--- src/rtl/report_collector_if.sv ---
// Record handshake bundle between the report collector and its consumer.
// DATA_W carries {timestamp, report mask}.
interface report_collector_if #(
  parameter int DATA_W = 20
) ();
  logic              rec_valid;
  logic              rec_ready;
  logic [DATA_W-1:0] rec_data;

  modport master (output rec_valid, output rec_data, input rec_ready);
  modport slave  (input rec_valid, input rec_data, output rec_ready);
endinterface

--- src/rtl/report_collector.sv ---
// Timestamps automaton report vectors into a first-word-fall-through record FIFO.
// Define REPORT_COLLECTOR_EDGE_EN to record only rising report edges instead of every high cycle.
module report_collector #(
  parameter int NUM_REPORTS = 4,
  parameter int TS_W        = 16,
  parameter int DEPTH       = 8
) (
  input  logic                     clk,
  input  logic                     reset,
  input  logic                     run,
  input  logic [NUM_REPORTS-1:0]   report_vec,
  input  logic                     ovf_clear,
  report_collector_if.master       rec,
  output logic [$clog2(DEPTH):0]   level,
  output logic                     overflow,
  output logic [7:0]               drop_count
);
  localparam int AW = $clog2(DEPTH);
  localparam int DW = TS_W + NUM_REPORTS;

  logic [DW-1:0]          r_mem [DEPTH];
  logic [AW-1:0]          r_wr_ptr;
  logic [AW-1:0]          r_rd_ptr;
  logic [AW:0]            r_level;
  logic [TS_W-1:0]        r_sym_count;
  logic                   r_overflow;
  logic [7:0]             r_drop_count;

  logic [NUM_REPORTS-1:0] w_cap_mask;
  logic                   w_cap;
  logic                   w_valid;
  logic                   w_pop;
  logic                   w_full;
  logic                   w_push;
  logic                   w_drop;

`ifdef REPORT_COLLECTOR_EDGE_EN
  logic [NUM_REPORTS-1:0] r_prev_vec;

  always_ff @(posedge clk) begin
    if (reset) begin
      r_prev_vec <= '0;
    end else if (run) begin
      r_prev_vec <= report_vec;
    end
  end

  assign w_cap_mask = report_vec & ~r_prev_vec;
`else
  assign w_cap_mask = report_vec;
`endif

  assign w_cap   = run && (|w_cap_mask);
  assign w_valid = (r_level != '0);
  assign w_pop   = w_valid && rec.rec_ready;
  assign w_full  = (r_level == (AW+1)'(DEPTH));
  // A pop frees the slot in the same cycle, so a full FIFO still accepts a capture then.
  assign w_push  = w_cap && (!w_full || w_pop);
  assign w_drop  = w_cap && w_full && !w_pop;

  always_ff @(posedge clk) begin
    if (!reset && w_push) begin
      r_mem[r_wr_ptr] <= {r_sym_count, w_cap_mask};
    end
  end

  always_ff @(posedge clk) begin
    if (reset) begin
      r_wr_ptr    <= '0;
      r_rd_ptr    <= '0;
      r_level     <= '0;
      r_sym_count <= '0;
    end else begin
      if (w_push) begin
        r_wr_ptr <= r_wr_ptr + AW'(1);
      end
      if (w_pop) begin
        r_rd_ptr <= r_rd_ptr + AW'(1);
      end
      if (w_push && !w_pop) begin
        r_level <= r_level + (AW+1)'(1);
      end else if (w_pop && !w_push) begin
        r_level <= r_level - (AW+1)'(1);
      end
      if (run) begin
        r_sym_count <= r_sym_count + TS_W'(1);
      end
    end
  end

  // A drop in the clearing cycle wins, leaving a count of one.
  always_ff @(posedge clk) begin
    if (reset) begin
      r_overflow   <= 1'b0;
      r_drop_count <= '0;
    end else begin
      if (w_drop) begin
        r_overflow <= 1'b1;
      end else if (ovf_clear) begin
        r_overflow <= 1'b0;
      end
      if (ovf_clear) begin
        r_drop_count <= {7'd0, w_drop};
      end else if (w_drop && (r_drop_count != 8'hFF)) begin
        r_drop_count <= r_drop_count + 8'd1;
      end
    end
  end

  assign rec.rec_valid = w_valid;
  assign rec.rec_data  = w_valid ? r_mem[r_rd_ptr] : '0;
  assign level         = r_level;
  assign overflow      = r_overflow;
  assign drop_count    = r_drop_count;
endmodule

--- src/flat_wrapper.sv ---
// flat-port wrapper written by rule: the top's interface ports become plain ports
module report_collector_flat 
#(
  parameter int NUM_REPORTS = 4,
  parameter int TS_W        = 16,
  parameter int DEPTH       = 8
)
  (clk, reset, run, report_vec, ovf_clear, level, overflow, drop_count, rec_rec_valid, rec_rec_data, rec_rec_ready);
  report_collector_if #(.DATA_W(20)) rec_i ();
  input  logic clk;
  input  logic reset;
  input  logic run;
  input  logic [NUM_REPORTS-1:0] report_vec;
  input  logic ovf_clear;
  output logic [$clog2(DEPTH):0] level;
  output logic overflow;
  output logic [7:0] drop_count;
  output wire logic [$bits(rec_i.rec_valid)-1:0] rec_rec_valid;
  output wire logic [$bits(rec_i.rec_data)-1:0] rec_rec_data;
  input wire logic [$bits(rec_i.rec_ready)-1:0] rec_rec_ready;
  assign rec_rec_valid = rec_i.rec_valid;
  assign rec_rec_data = rec_i.rec_data;
  assign rec_i.rec_ready = rec_rec_ready;
  report_collector #(.NUM_REPORTS(NUM_REPORTS), .TS_W(TS_W), .DEPTH(DEPTH)) u_core (.clk(clk), .reset(reset), .run(run), .report_vec(report_vec), .ovf_clear(ovf_clear), .rec(rec_i), .level(level), .overflow(overflow), .drop_count(drop_count));
endmodule
--- config.mk ---
export PLATFORM = sky130hd
export DESIGN_NAME = report_collector_flat
export DESIGN_NICKNAME = d
export VERILOG_FILES = /design/src/rtl/report_collector_if.sv /design/src/rtl/report_collector.sv /design/src/flat_wrapper.sv
export SDC_FILE = /design/constraint.sdc
export NUM_CORES = 1
export LEC_CHECK = 0
export BUFFER_PORTS_ARGS = -buffer_cell sky130_fd_sc_hd__buf_4
export CORE_MARGIN = 2
export CORE_UTILIZATION = 38
export DETAILED_ROUTE_END_ITERATION = 16
export PLACE_DENSITY_LB_ADDON = 0.08
export SYNTH_ARGS = -nofsm -noshare
export SYNTH_HDL_FRONTEND = slang
export SYNTH_SLANG_ARGS = --single-unit
--- constraint.sdc ---
create_clock -name clk -period 6.1 [get_ports clk]
set_clock_uncertainty 0.2 [all_clocks]
set_input_delay 1.22 -clock clk [delete_from_list [all_inputs] [get_ports clk]]
set_output_delay 1.22 -clock clk [all_outputs]
set_load 0.03 [all_outputs]
# Word level (Yosys, flattened, before mapping)
# Memories as Yosys holds them, arrays and structs flattened. A register that Yosys moved wholly into a read port is not among the register bits.
# Index checks and enable logic that the tools add are counted.
# op_classes
n_eq_ne	2
mux	11
addsub	6
n_reduce_logical	20
# ops
op	count
two-way mux 20 bit	1
adder 16 x 1 -> 16 bit, second input constant	1
logical AND 1 bit	9
adder 8 x 1 -> 8 bit, second input constant	1
two-way mux 4 bit	2
!= test 8 bit, second input constant	1
adder 3 x 1 -> 3 bit, second input constant	2
two-way mux 1 bit	6
two-way mux 3 bit	2
nonzero test 2 bit	3
adder 4 x 1 -> 4 bit, second input constant	1
== test 4 bit, second input constant	1
zero test 1 bit	4
nonzero test 4 bit	1
OR reduction 4 bit	1
subtractor 4 x 1 -> 4 bit, second input constant	1
OR reduction 2 bit	1
logical OR 1 bit	1
# word_totals
ramBits	160
n_memories	1
register_bits	35
output_inout_bits	34
word_cells	47
input_bits	9
# mem_list
name	words	width	read_ports	rd_ports_with_merged_regs	write_ports	line	source
u_core.r_mem	8	20	1	1	1	report_collector.sv:21	logic [DW-1:0] r_mem [DEPTH];

# Depth between registers and ports, before layout
# logic_depth
depth_word	8
mapped_depth	11
ltp_nobuf	11

# Worst setup path before layout
# OpenSTA, ideal clock, no wires.
# synth_timing
path_kind	input port to flip-flop
startpoint	in run
endpoint	mem u_core.r_mem[1][0] (netlist bit) (enable)
required_time_ns	5.444
stages	5
setup_ns	0.456
n_path_buf	1
t_arrival_ns	4.135
path_slack_ns	1.309
path_cell_list	buf_6 o41ai_1 a21oi_1 nand2b_1 nor4b_1
# synth_via
elab_chain_len	5
# synth_rtl
item	line	source
start: declaration	flat_wrapper.sv:12	input logic run;
logical AND 1 bit	report_collector.sv:53	assign w_cap = run && (|w_cap_mask);
logical AND 1 bit	report_collector.sv:58	assign w_push = w_cap && (!w_full || w_pop);
logical AND 1 bit	report_collector.sv:62	if (!reset && w_push) begin
two-way mux 1 bit	report_collector.sv:62	
two-way mux 1 bit (not written as such)	report_collector.sv:63	r_mem[r_wr_ptr] <= {r_sym_count, w_cap_mask};
end: declaration	report_collector.sv:21	
# Every way passes these cells.

==> metrics <==
status finished, final reports clean; initial antenna violation count 0; CTS tree done; pin count of the biggest net entering global routing 41; Post-CTS Hold Buffers 0; Syn. warnings 0; die area 22000 sq um; RR Startpoint u_core.level[0]; clk slew on worst S/H paths 70 ps; final setup vio count 0; Seq/Total Area, Yosys 0.703; post-synthesis simple-gate area fraction 0.0797; width of the die 148 um; vias in the first global route 4374; Crit Path Max Fanout 25; area grow syn2layout 16.7%; Mapped Area 7920 sq um; Detailed Route Iter0 Violations 234; largest family of logic cells by synthesized area multiplexers; final net count 534; diode count 0; WHS 276 ps; initial core utilization 0.389; Setup TNS 0 ps; Core Region 20400 sq um; max_cap viols 0; synth top area cells edfxtp_1 (61%), mux4_2 (11%), dfxtp_1 (9.6%), mux2i_1 (2.9%), nor2_1 (2.3%); total CTS buffers 17; Synth area leader edfxtp_1; Synthesized Nets 485; mux cell area share after synthesis 0.144; ys async rst share 0; internal reg-to-reg setup slack 2650 ps; Worst EP arrival 2900 ps; Cell Rows 52; worst hold start u_core.r_rd_ptr[1]; drt wl/cell 19.8 um; GPL Wtd Cong 0.759; clock latency at the later pin of the worst-skew pair 430 ps; period utilisation layout 0.709; RSZ-0062 raised after global routing false; global-route wire length before repair 25.0 mm; clock root buffer clkbuf_16; HP Class register to register; Mean Syn Cell Area 16.9 sq um; hold path depth 2; Primary FF master, synth edfxtp_1; Max clock buf depth 2; CP Class register to output port; PwrDens 397 nW/um^2; max-slew violations 0; DP Cell Count 768; post-CTS setup buffers 0; GRT overflow 0; Syn Inst Count 468; gr usage total 0.152; Leakage Power 0.00300 uW; num ports 43; layout cells sized above 1 0.266; IO Port Bufs 42; dpl hpwl 9.20 mm; number of distinct library cells after synthesis 45; top-count cell post-synth edfxtp_1; Yosys reg bits 198; actual slew at the worst max-slew pin 1080 ps; Max VDD drop 0.205 mV; worst r2r path cells 11; H-tree levels 4; Post-synth top cells edfxtp_1 (160), nor2_1 (49), mux4_2 (40); Post-synth EDFFs 160; worst path required time 4680 ps; vias 4219; post-route minimum period 4320 ps; fillers 1777; drt drc 0; post-cts resize count 0; WL final 15.8 mm; Max Fclk 0.231 GHz; Relative slew margins 0.272; Pre-antenna DRT Iters 4; CP endpoint kind output port; Startpoint Class register; top cell type's share of synthesized area 0.607; remaining antenna violation count 0; # clock sinks 198; reg-to-reg critical path endpoint u_core.level[3]; routed vias/inst 5.27; Synth Area in Compound Gates 0.0248; final cell count without fillers 800; xor-xnor portion of the synthesized cell area 0.0188; adder-cell share of the synthesized area 0.0136; final hold violations 0; die height 148 um
==> cells in the final DEF, fill, tap and decap left out, drive strengths merged, types with 7 or more instances in the layout <==
| cell | synthesis | routed |
|---|---|---|
| edfxtp | 160 | 160 |
| buf | 8 | 52 |
| nor2 | 49 | 49 |
| mux4 | 40 | 40 |
| dfxtp | 38 | 38 |
| mux2i | 23 | 23 |
| clkbuf | 14 | 17 |
| a21oi | 15 | 15 |
| nand2 | 13 | 13 |
| xor2 | 10 | 10 |
| inv | 5 | 10 |
| nand3 | 9 | 9 |
| nor4 | 8 | 8 |
| nor3 | 7 | 7 |
| nand4 | 7 | 7 |
| o21ai | 7 | 7 |
| xnor2 | 7 | 7 |
| ha | 7 | 7 |
==> where the power goes <==
part / internal, uW / switching (uW)
Sequential: 1500 / 84.5
Combinational: 390 / 496
Clock: 697 / 502
Total: 2580 / 1080
==> layer usage <==
layer | vias up | wire, um | track usage
li1 | 1937 | - | -
met1 | 2189 | 6940 | 0.194
met2 | 76 | 8180 | 0.266
met3 | 17 | 487 | 0.0291
met4 | 0 | 192 | 0.0457
met5 | - | 0 | 0
==> worst max-delay path, stage by stage, from the launching register on <==
cell and delay (ps):
dfxtp_2 950, buf_4 470, mux4_2 550, mux2i_1 230, nor2_1 70, buf_4 190
==> cell families (layout without fill, tap and decap cells) <==
kind of cell               count (synthesis)  count (layout)
DFF                                      198             198
AOI/OAI and AO/OA                         33              33
xor gates and xnor gates                  17              17
adders and majority gates                  8               8
and+or+nand+nor                          121             121
buffers and inverters                     27              89
muxes                                     64              64
==> registers in the layout, summed over array words and instances (netlist names), named ones only <==
name	flops
u_core.level	4
u_core.r_rd_ptr	3
u_core.r_wr_ptr	3
u_core.drop_count	8
u_core.r_sym_count	16
u_core.r_mem	160
u_core.overflow	1
==> area by class of cell <==
class | count | area, sq um | area share
Clock inverter | 15 | 215 | 0.0233
Clock buffer | 17 | 425 | 0.0461
Sequential cell | 198 | 5570 | 0.603
Inverter | 5 | 18.8 | 0.00203
Multi-Input combinational cell | 243 | 2280 | 0.247
Tap cell | 270 | 338 | 0.0366
Timing Repair Buffer | 52 | 390 | 0.0423
==> metrics by stage <==
stage / worst slack (ps) / utilization / total power (uW) / cell area (sq um)
2_1_floorplan: 1310 / - / 2230 / 7920
3_3_place_gp: 1620 / 0.422 / 2520 / 8600
3_5_place_dp: 1490 / 0.422 / 2520 / 8600
4_1_cts: 1660 / 0.454 / 3720 / 9240
5_1_grt: 1500 / 0.454 / 3830 / 9240
6_report: 1780 / 0.454 / 3670 / 9240
==> how the worst max path moves through the flow <==
stage	depth (start not counted)	slack [ps]	from	end
after floorplan	5	1310	run	u_core.r_mem[1][0]
after global placement	10	1620	report_vec[1]	u_core.level[3]
after detailed placement	10	1490	report_vec[1]	u_core.level[3]
after CTS	5	1660	register	rec_rec_data[11]
after global routing	5	1500	register	rec_rec_data[11]
final	5	1780	register	rec_rec_data[11]
Power figures use the tool's default switching activity.
